==> config.mk <==
export PLATFORM = sky130hd
export DESIGN_NAME = piso_shift_reg_flat
export DESIGN_NICKNAME = d
export VERILOG_FILES = /design/src/rtl/piso_shift_reg_if.sv /design/src/rtl/piso_shift_reg.sv /design/src/flat_wrapper.sv
export SDC_FILE = /design/constraint.sdc
export NUM_CORES = 1
export LEC_CHECK = 0
export ABC_AREA = 1
export CAP_MARGIN = 20
export CELL_PAD_IN_SITES_DETAIL_PLACEMENT = 0
export CELL_PAD_IN_SITES_GLOBAL_PLACEMENT = 2
export CORE_MARGIN = 1.5
export CORE_UTILIZATION = 35
export DETAILED_ROUTE_END_ITERATION = 8
export DONT_BUFFER_PORTS = 1
export PLACE_DENSITY_LB_ADDON = 0.2
export REMOVE_ABC_BUFFERS = 1
export SLEW_MARGIN = 20
export SYNTH_ARGS = -nofsm -noshare
export SYNTH_HDL_FRONTEND = slang
export SYNTH_SLANG_ARGS = --single-unit
==> constraint.sdc <==
create_clock -name clk -period 3 [get_ports clk]
set_input_delay 0.3 -clock clk [delete_from_list [all_inputs] [get_ports clk]]
set_output_delay 0.3 -clock clk [all_outputs]
set_load 0.03 [all_outputs]
==> src/rtl/piso_shift_reg_if.sv <==
// Load/serial-out bundle for piso_shift_reg: the producer/consumer side drives the
// master modport, the shift register itself sits on the slave modport.
interface piso_shift_reg_if #(
  parameter int WIDTH = 32
);

  logic [WIDTH-1:0] d;
  logic             load_valid;
  logic             load_ready;
  logic             shift_en;
  logic             sout;
  logic             sout_valid;
  logic             last;
  logic             busy;

  modport master (
    output d,
    output load_valid,
    output shift_en,
    input  load_ready,
    input  sout,
    input  sout_valid,
    input  last,
    input  busy
  );

  modport slave (
    input  d,
    input  load_valid,
    input  shift_en,
    output load_ready,
    output sout,
    output sout_valid,
    output last,
    output busy
  );

endinterface

==> src/rtl/piso_shift_reg.sv <==
// Parallel-in serial-out shift register: accepts one WIDTH-bit word via valid/ready
// and emits it one bit per shift_en, MSB or LSB first, with bubble-free reload.
module piso_shift_reg #(
  parameter int WIDTH     = 32,
  parameter bit MSB_FIRST = 1'b1
) (
  input  logic           clk,
  input  logic           rst,
  piso_shift_reg_if.slave bus
);

  localparam int              CW       = $clog2(WIDTH);
  localparam logic [CW-1:0]   LAST_IDX = CW'(WIDTH - 1);

  typedef enum logic {
    IDLE  = 1'b0,
    SHIFT = 1'b1
  } state_t;

  state_t           state;
  state_t           state_nxt;
  logic [WIDTH-1:0] sreg;
  logic [WIDTH-1:0] sreg_nxt;
  logic [CW-1:0]    count;
  logic [CW-1:0]    count_nxt;
  logic             at_last;

  assign at_last = (state == SHIFT) && (count == LAST_IDX);

  always_ff @(posedge clk) begin
    if (rst) begin
      state <= IDLE;
      sreg  <= '0;
      count <= '0;
    end else begin
      state <= state_nxt;
      sreg  <= sreg_nxt;
      count <= count_nxt;
    end
  end

  // On the final bit a waiting word is taken in the same edge so words stream back to back.
  always_comb begin
    state_nxt = state;
    sreg_nxt  = sreg;
    count_nxt = count;
    case (state)
      IDLE: begin
        if (bus.load_valid) begin
          sreg_nxt  = bus.d;
          count_nxt = '0;
          state_nxt = SHIFT;
        end
      end
      SHIFT: begin
        if (bus.shift_en) begin
          if (count == LAST_IDX) begin
            count_nxt = '0;
            if (bus.load_valid) begin
              sreg_nxt = bus.d;
            end else begin
              state_nxt = IDLE;
            end
          end else begin
            sreg_nxt  = MSB_FIRST ? (sreg << 1) : (sreg >> 1);
            count_nxt = count + CW'(1);
          end
        end
      end
      default: begin
        state_nxt = IDLE;
      end
    endcase
  end

  // Every output is forced low while rst is held, regardless of the registered state.
  always_comb begin
    bus.load_ready = 1'b0;
    bus.sout       = 1'b0;
    bus.sout_valid = 1'b0;
    bus.last       = 1'b0;
    bus.busy       = 1'b0;
    if (!rst) begin
      if (state == IDLE) begin
        bus.load_ready = 1'b1;
      end else begin
        bus.busy       = 1'b1;
        bus.sout_valid = 1'b1;
        bus.sout       = MSB_FIRST ? sreg[WIDTH-1] : sreg[0];
        bus.last       = at_last;
        bus.load_ready = at_last && bus.shift_en;
      end
    end
  end

  a_stall_holds: assert property (@(posedge clk) disable iff (rst)
    (state == SHIFT && !bus.shift_en) |=> ($stable(sreg) && $stable(count)));

  a_load_starts: assert property (@(posedge clk) disable iff (rst)
    (state == IDLE && bus.load_valid) |=> (state == SHIFT && count == '0));

  a_advance_counts: assert property (@(posedge clk) disable iff (rst)
    (state == SHIFT && bus.shift_en && !at_last) |=> (count == $past(count) + CW'(1)));

endmodule

==> src/flat_wrapper.sv <==
// flat-port wrapper written by rule: the top's interface ports become plain ports
module piso_shift_reg_flat 
#(
  parameter int WIDTH     = 32,
  parameter bit MSB_FIRST = 1'b1
)
  (clk, rst, bus_d, bus_load_valid, bus_shift_en, bus_load_ready, bus_sout, bus_sout_valid, bus_last, bus_busy);
  piso_shift_reg_if #(.WIDTH(WIDTH)) bus_i ();
  input  logic clk;
  input  logic rst;
  input wire logic [$bits(bus_i.d)-1:0] bus_d;
  input wire logic [$bits(bus_i.load_valid)-1:0] bus_load_valid;
  input wire logic [$bits(bus_i.shift_en)-1:0] bus_shift_en;
  output wire logic [$bits(bus_i.load_ready)-1:0] bus_load_ready;
  output wire logic [$bits(bus_i.sout)-1:0] bus_sout;
  output wire logic [$bits(bus_i.sout_valid)-1:0] bus_sout_valid;
  output wire logic [$bits(bus_i.last)-1:0] bus_last;
  output wire logic [$bits(bus_i.busy)-1:0] bus_busy;
  assign bus_i.d = bus_d;
  assign bus_i.load_valid = bus_load_valid;
  assign bus_i.shift_en = bus_shift_en;
  assign bus_load_ready = bus_i.load_ready;
  assign bus_sout = bus_i.sout;
  assign bus_sout_valid = bus_i.sout_valid;
  assign bus_last = bus_i.last;
  assign bus_busy = bus_i.busy;
  piso_shift_reg #(.WIDTH(WIDTH), .MSB_FIRST(MSB_FIRST)) u_core (.clk(clk), .rst(rst), .bus(bus_i));
endmodule
==> results of run 1 <==
## layout make-up
type / count / area, sq um / area share
clock inverter: 1 / 5.00 / 0.00219
tap: 75 / 93.8 / 0.0411
timing repair buffer: 6 / 45.0 / 0.0197
inverter: 40 / 150 / 0.0657
multi-input combinational: 259 / 1140 / 0.501
sequential: 38 / 761 / 0.333
clock buffer: 7 / 86.3 / 0.0378
## flip-flops by register name, indices dropped and copies added, names as in the netlist
register      flops
u_core.state      1
u_core.sreg      32
u_core.count      5
## synthesized netlist by cell type, drive strengths merged
cell type  instances
a21oi             37
buf               20
clkbuf             4
dfxtp             38
ha                 3
inv               40
nand2            141
nand3             34
nand4              1
nor2               7
nor3               1
o21ai             35
## worst reg2reg max path, stage by stage (launching register included)
cell and delay (ns):
dfxtp_1 0.39, ha_1 0.18, nand2_1 0.07, nor2_1 0.15
ha_1 0.23, inv_1 0.08, nand2_1 0.20, buf_4 0.34
nand3_1 0.11, nand2_1 0.07, a21oi_1 0.06
## worst paths after layout
kind | from | end | slack, ns | cells after the start
max reg2reg | u_core.count[0] | u_core.sreg[8] | 0.98 | 10
min | rst | u_core.sreg[5] | 0.06 | 1
min reg2reg | u_core.count[3] | u_core.count[3] | 0.48 | 2
max | u_core.count[0] | bus_load_ready | 0.85 | 6
## report_power, final
part | internal (uW) | leakage [uW] | switching (uW)
sequential | 549 | 0.000315 | 30.2
combinational | 71.1 | 0.000703 | 126
clock | 186 | 0.0000482 | 185
total | 806 | 0.00107 | 341
## cell families (layout without fill, tap and decap cells)
logic type,after synthesis,in the layout,share of synthesized area
AND/OR/NAND/NOR,184,184,0.343
adder cells (fa/ha/maj),3,3,0.0172
AO/OA/AOI/OAI,72,72,0.165
flip-flops,38,38,0.349
buffers and inverters,64,54,0.126
## routing by layer
layer | share of wire | global-route usage
met1 | 0.48 | 0.212
met2 | 0.46 | 0.284
met3 | 0.047 | 0.0422
met4 | 0.012 | 0.0458
met5 | 0 | 0
## per-stage QoR
stage               setup slack [ns]  cells  hold slack (ns)  total power, uW  utilization
detailed placement             0.978    418            0.372              791        0.368
global route                   0.687    426           0.0492             1220        0.384
CTS                            0.839    426           0.0554             1160        0.384
global placement                1.06    418            0.370              791        0.368
finish                         0.845    426           0.0596             1150        0.384
floorplan                       1.05    337            0.369              740            -
==> implementation parameters, run 1 <==
Parameter                              Value

Clocking
  Clock net sink count ... 38
  # Post-CTS Setup Buffers ... 0
  CTS tree ... done
  Clock buffer count from CTS ... 5
  CTS Root Buffer Type ... clkbuf_8
  Post-CTS sizing ... 0
  Clock-pin transition on the worst setup and hold timing paths ... 0.08 ns
  Cts hold-fix bufs ... 0
  Later-pin clock latency in the skew report ... 0.29 ns
  Total number of H-tree levels ... 2
  Maximum number of buffers from clock root to sink ... 2

Routing
  Routed vias/inst ... 4.91
  Total via count after detailed routing ... 2090
  Initial detailed-routing violation count ... 103
  Total Routed Length ... 5.26 mm
  Count of unresolved DRC violations after routing ... 0
  Antenna Nets Post-Route ... 0
  Length of the first detailed-routing pass in iterations ... 4
  Wirelength per Cell ... 12.3 um

Critical path
  Max FO, Critical Path ... 11
  Crit path capture type ... output pin
  Worst EP arrival ... 1.85 ns
  Critical-path top delay cell ... nor2_1
  Biggest cell delay along the critical path ... 0.45 ns
  Buf+Inv Stages, Crit Path ... 0
  List of cells traversed by the critical path ... ha_1 -> nand2_1 -> nor2_1 -> ha_1 -> nor2_4 -> nor2_1
  Dominant delay contributor by cell family on the critical path ... simple AND/OR/NAND/NOR gates
  Critical path class ... reg2out
  Sort of element at the start of the critical path ... flip-flop
  Worst endpoint required time ... 2.70 ns

Yosys
  Netlist cell types ... 17
  Synthesized flop and latch total ... 38
  Leading area contributor after synthesis ... dfxtp_1
  Most area-consuming cells after synthesis ... dfxtp_1 35%, nand2_1 24%, a21oi_1 8.5%
  Synth top area share ... 0.349
  Instance count of the mapped netlist ... 361
  Synthesized area divided by synthesized cell count ... 6.04 sq um
  Proportion of synthesized chip area in sequential cells ... 0.349
  Post-synthesis cell area ... 0.00218 sq mm
  Total number of yosys warnings ... 0

Placement
  Placed cell areas ... 0.00219 sq mm
  Half-perimeter wire length after detailed placement ... 3.20 mm
  Number of buffers added on ports ... 0
  GP Congestion ... 0.703

Floorplanning
  Top-Level Pins ... 41
  Die outline height ... 81.9 um
  Initial Util ... 0.366
  Chip Width ... 81.9 um
  Die area ... 0.00671 sq mm
  Placement row count ... 28
  Core outline area ... 0.00596 sq mm

Layout
  Fraction of layout cells with a size suffix above 1 ... 0.0456
  Number of diodes ... 0
  Most common library cell in the layout ignoring fill and taps ... nand2_1
  Highest-count cells in the layout ignoring fill and taps ... 140 x nand2_1, 39 x inv_1, 38 x dfxtp_1
  Design area ... 0.00229 sq mm
  Net total in the final layout ... 389
  Area Growth Syn to Fin ... 4.88%
  Fillcell total ... 685

STA
  Highest clock frequency the design can meet ... 464 MHz
  Setup TNS Final ... 0 ns
  Setup repair after global routing missed its margin ... no
  Slew of the pin with the lowest slew margin ... 0.993 ns
  Minimum clock period ... 2.15 ns
  Worst Skew ... 0.0110 ns
  Count of final max-slew check failures ... 0
  Number of hold violations in the final report ... 0
  Number of failing setup endpoints in the final timing report ... 0
  Max-slew headroom ... 0.337
  Final worst-path cycle share ... 0.718

Worst hold path
  Class of the tightest hold or removal check ... in2reg

Pwr
  Power per Cell Area ... 502 mW/mm^2
  Max IR drop VDD ... 0.000180 V
  Leakage power figure ... 0.00107 uW

Global routing
  Aggregate global-route resource usage ... 0.169
  First-pass GRT wire length ... 8.76 mm
  Number of antenna violations at the first check in global routing ... 0
  Via count of the first global-routing pass ... 1919
  Largest net degree at the start of global routing ... 36
  Total overflow reported by the global router ... 0

Status
  Outcome ... finished, final reports clean

Flow run
  Maxcap violations ... 0
No activity file was read; power rests on OpenSTA's default activity.
==> run 2, diff against run 1 <==
- CORE_UTILIZATION: 35 -> 29
- clock period: 3 -> 1.8 ns (I/O delays scaled with it)
==> run 2 against run 1 <==
Critical path type unchanged. Design area rose by 10%. First-iteration DRC count fell by 27%. Global-route usage fell by 1.8 points. Wire length rose by 10%.
==> implementation parameters, run 2 (synthesized netlist as in run 1, its figures left out) <==
Parameter                              Value

Status
  Outcome ... finished, final reports clean (unchanged)

Layout
  Most common library cell in the layout ignoring fill and taps ... nand2_1 (unchanged)
  Highest-count cells in the layout ignoring fill and taps ... 139 x nand2_1, 38 x inv_1, 37 x a21oi_1 (was 140 x nand2_1, 39 x inv_1, 38 x dfxtp_1)
  Area Growth Syn to Fin ... 15.4% (was 4.88%)
  Fraction of layout cells with a size suffix above 1 ... 0.114 (was 0.0456)
  End-of-flow core utilization ... 0.347 (was 0.384)
  Area used by sequential logic in the layout ... 763 sq um (was 761 sq um)
  Registers with the most flip-flops ... u_core.sreg x32, u_core.count x5, u_core.state x1 (unchanged)
  Register with the highest flop count ... u_core.sreg (unchanged)
  Design area ... 0.00252 sq mm (was 0.00229 sq mm)
  Largest register FFs ... 32 (unchanged)
  Fillcell total ... 874 (was 685)
  Number of diodes ... 0 (unchanged)
  Net total in the final layout ... 407 (was 389)
  Multi-input gate area in the final layout ... 0.00121 sq mm (was 0.00114 sq mm)
  Post-layout instance count excluding filler cells ... 467 (was 426)

Placement
  Number of buffers added on ports ... 0 (unchanged)
  Placed cell areas ... 0.00233 sq mm (was 0.00219 sq mm)
  Worst Setup Slack post-DPL ... 0.0853 ns (was 0.978 ns)
  GP Congestion ... 0.723 (was 0.703)
  Half-perimeter wire length after detailed placement ... 3.75 mm (was 3.20 mm)
  Inst Count DP ... 453 (was 418)

STA
  Setup repair after global routing missed its margin ... yes (was no)
  Number of failing setup endpoints in the final timing report ... 0 (unchanged)
  Highest clock frequency the design can meet ... 576 MHz
  Max-slew headroom ... 0.614 (was 0.337)
  Setup TNS Final ... 0 ns (unchanged)
  Number of hold violations in the final report ... 0 (unchanged)
  Final worst-path cycle share ... 0.965
  Count of final max-slew check failures ... 0 (unchanged)
  Minimum clock period ... 1.74 ns
  Slew of the pin with the lowest slew margin ... 0.573 ns (was 0.993 ns)
  Worst path setup slack after routing ... 0.0636 ns (was 0.845 ns)
  Worst Skew ... 0.00725 ns (was 0.0110 ns)

Pwr
  Power per Cell Area ... 761 mW/mm^2 (was 502 mW/mm^2)
  Leakage power figure ... 0.00117 uW (was 0.00107 uW)
  Max IR drop VDD ... 0.000272 V (was 0.000180 V)

Routing
  Antenna Nets Post-Route ... 0 (unchanged)
  Total via count after detailed routing ... 2118 (was 2090)
  Count of unresolved DRC violations after routing ... 0 (unchanged)
  Total Routed Length ... 5.80 mm (was 5.26 mm)
  Wirelength per Cell ... 12.4 um (was 12.3 um)
  Length of the first detailed-routing pass in iterations ... 4 (unchanged)
  Initial detailed-routing violation count ... 75 (was 103)
  Routed vias/inst ... 4.54 (was 4.91)

Critical path
  List of cells traversed by the critical path ... ha_4 -> nand2_4 -> nor2_4 -> ha_4 -> inv_2 -> nor3_2 -> buf_4 (was ha_1 -> nand2_1 -> nor2_1 -> ha_1 -> nor2_4 -> nor2_1)
  Register-to-register setup slack ... 0.24 ns (was 0.98 ns)
  Biggest cell delay along the critical path ... 0.36 ns (was 0.45 ns)
  Crit path capture type ... output pin (unchanged)
  Worst endpoint required time ... 1.62 ns (was 2.70 ns)
  Critical-path top delay cell ... dfxtp_2 (was nor2_1)
  Dominant delay contributor by cell family on the critical path ... flip-flops (was simple AND/OR/NAND/NOR gates)
  CP most frequent cell ... ha_4
  Setup crit start ... u_core.count[1] (was u_core.count[0])
  Worst EP arrival ... 1.56 ns (was 1.85 ns)
  Endpoint of the worst-slack reg-to-reg timing path ... u_core.sreg[5] (was u_core.sreg[8])
  Instance count on the critical path ... 7 (was 6)
  Sort of element at the start of the critical path ... flip-flop (unchanged)
  Critical path class ... reg2out (unchanged)
  Buf+Inv Stages, Crit Path ... 2 (was 0)
  Critical R2R Launch ... u_core.count[1] (was u_core.count[0])
  Timing endpoint of the critical path ... bus_last (was bus_load_ready)
  Max FO, Critical Path ... 3 (was 11)
  Worst reg2reg path depth ... 9 (was 10)

Clocking
  Clock net sink count ... 38 (unchanged)
  CTS tree ... done (unchanged)
  Clock buffer count from CTS ... 5 (unchanged)
  CTS Root Buffer Type ... clkbuf_8 (unchanged)
  Later-pin clock latency in the skew report ... 0.29 ns (about the same)
  Maximum number of buffers from clock root to sink ... 2 (unchanged)
  Clock-pin transition on the worst setup and hold timing paths ... 0.07 ns (was 0.08 ns)
  Total number of H-tree levels ... 2 (unchanged)

Global routing
  Global-route layer with the greatest usage ... met2 (unchanged)
  Aggregate global-route resource usage ... 0.150 (was 0.169)
  Global-route track usage on met1 ... 0.198 (was 0.212)
  Global routing usage on met3 ... 0.0384 (was 0.0422)
  First-pass GRT wire length ... 9.34 mm (was 8.76 mm)
  Largest net degree at the start of global routing ... 39 (was 36)
  Total overflow reported by the global router ... 0 (unchanged)
  Number of antenna violations at the first check in global routing ... 0 (unchanged)
  Via count of the first global-routing pass ... 1991 (was 1919)
  Routing usage on met2 ... 0.244 (was 0.284)

Floorplanning
  Placement row count ... 31 (was 28)
  Top-Level Pins ... 41 (unchanged)
  Core outline area ... 0.00725 sq mm (was 0.00596 sq mm)
  Initial Util ... 0.301 (was 0.366)
  Die outline height ... 89.7 um (was 81.9 um)
  Chip Width ... 89.7 um (was 81.9 um)
  Die area ... 0.00805 sq mm (was 0.00671 sq mm)

Flow run
  Maxcap violations ... 0 (unchanged)

Worst hold path
  Class of the tightest hold or removal check ... in2reg (unchanged)
  Hold Path Depth ... 2 (was 1)
[run 2: how the worst min path moves through the flow]
stage                        start         endpoint  slack (ns)
finish              bus_load_valid     u_core.state        0.05
CTS                 bus_load_valid     u_core.state        0.03
global route        bus_load_valid     u_core.state        0.05
detailed placement             rst   u_core.sreg[5]        0.25
floorplan                      rst  u_core.count[1]        0.25
global placement               rst  u_core.count[4]        0.25
[run 2: through the flow]
step	total power, uW	hold WS, ns
2_1_floorplan	1230	0.249
6_report	1920	0.0541
3_3_place_gp	1350	0.250
3_5_place_dp	1350	0.252
5_1_grt	2050	0.0485
4_1_cts	1940	0.0265
[run 2: power by group]
part           total [uW]  internal (uW)  switching (uW)  leakage (uW)
clock network         572            260             312     0.0000438
logic                 377            151             225      0.000807
registers             967            915            51.5      0.000316
[run 2: timing repair]
item	CTS	global route
gates cloned	0	1
pin swaps	2	4
hold buffers	1	0
resized for setup	7	9
endpoints found under the setup margin	2	3
endpoints found under the hold margin	4	0
setup buffers	1	5
[run 2: layout make-up]
cell class | count | share of cell area
clock buffer | 5 | 0.0273
timing repair buffer | 23 | 0.0761
inverter | 40 | 0.0597
multi-input combinational | 260 | 0.480
tap | 99 | 0.0492
sequential | 38 | 0.303
clock inverter | 2 | 0.00398
[run 2: worst reg2reg max path, cell delays in order, from the launching register on]
cell,delay [ns]
dfxtp_2,0.34
ha_4,0.16
nand2_4,0.07
nor2_4,0.04
ha_4,0.17
nor2_4,0.22
buf_4,0.23
nand2_1,0.09
nand3_1,0.07
a21oi_1,0.06
[run 2: metal layers]
layer	up-vias	part of all wire
met5	-	0
met4	0	0.011
met3	5	0.040
met2	33	0.44
met1	932	0.51
li1	1148	-
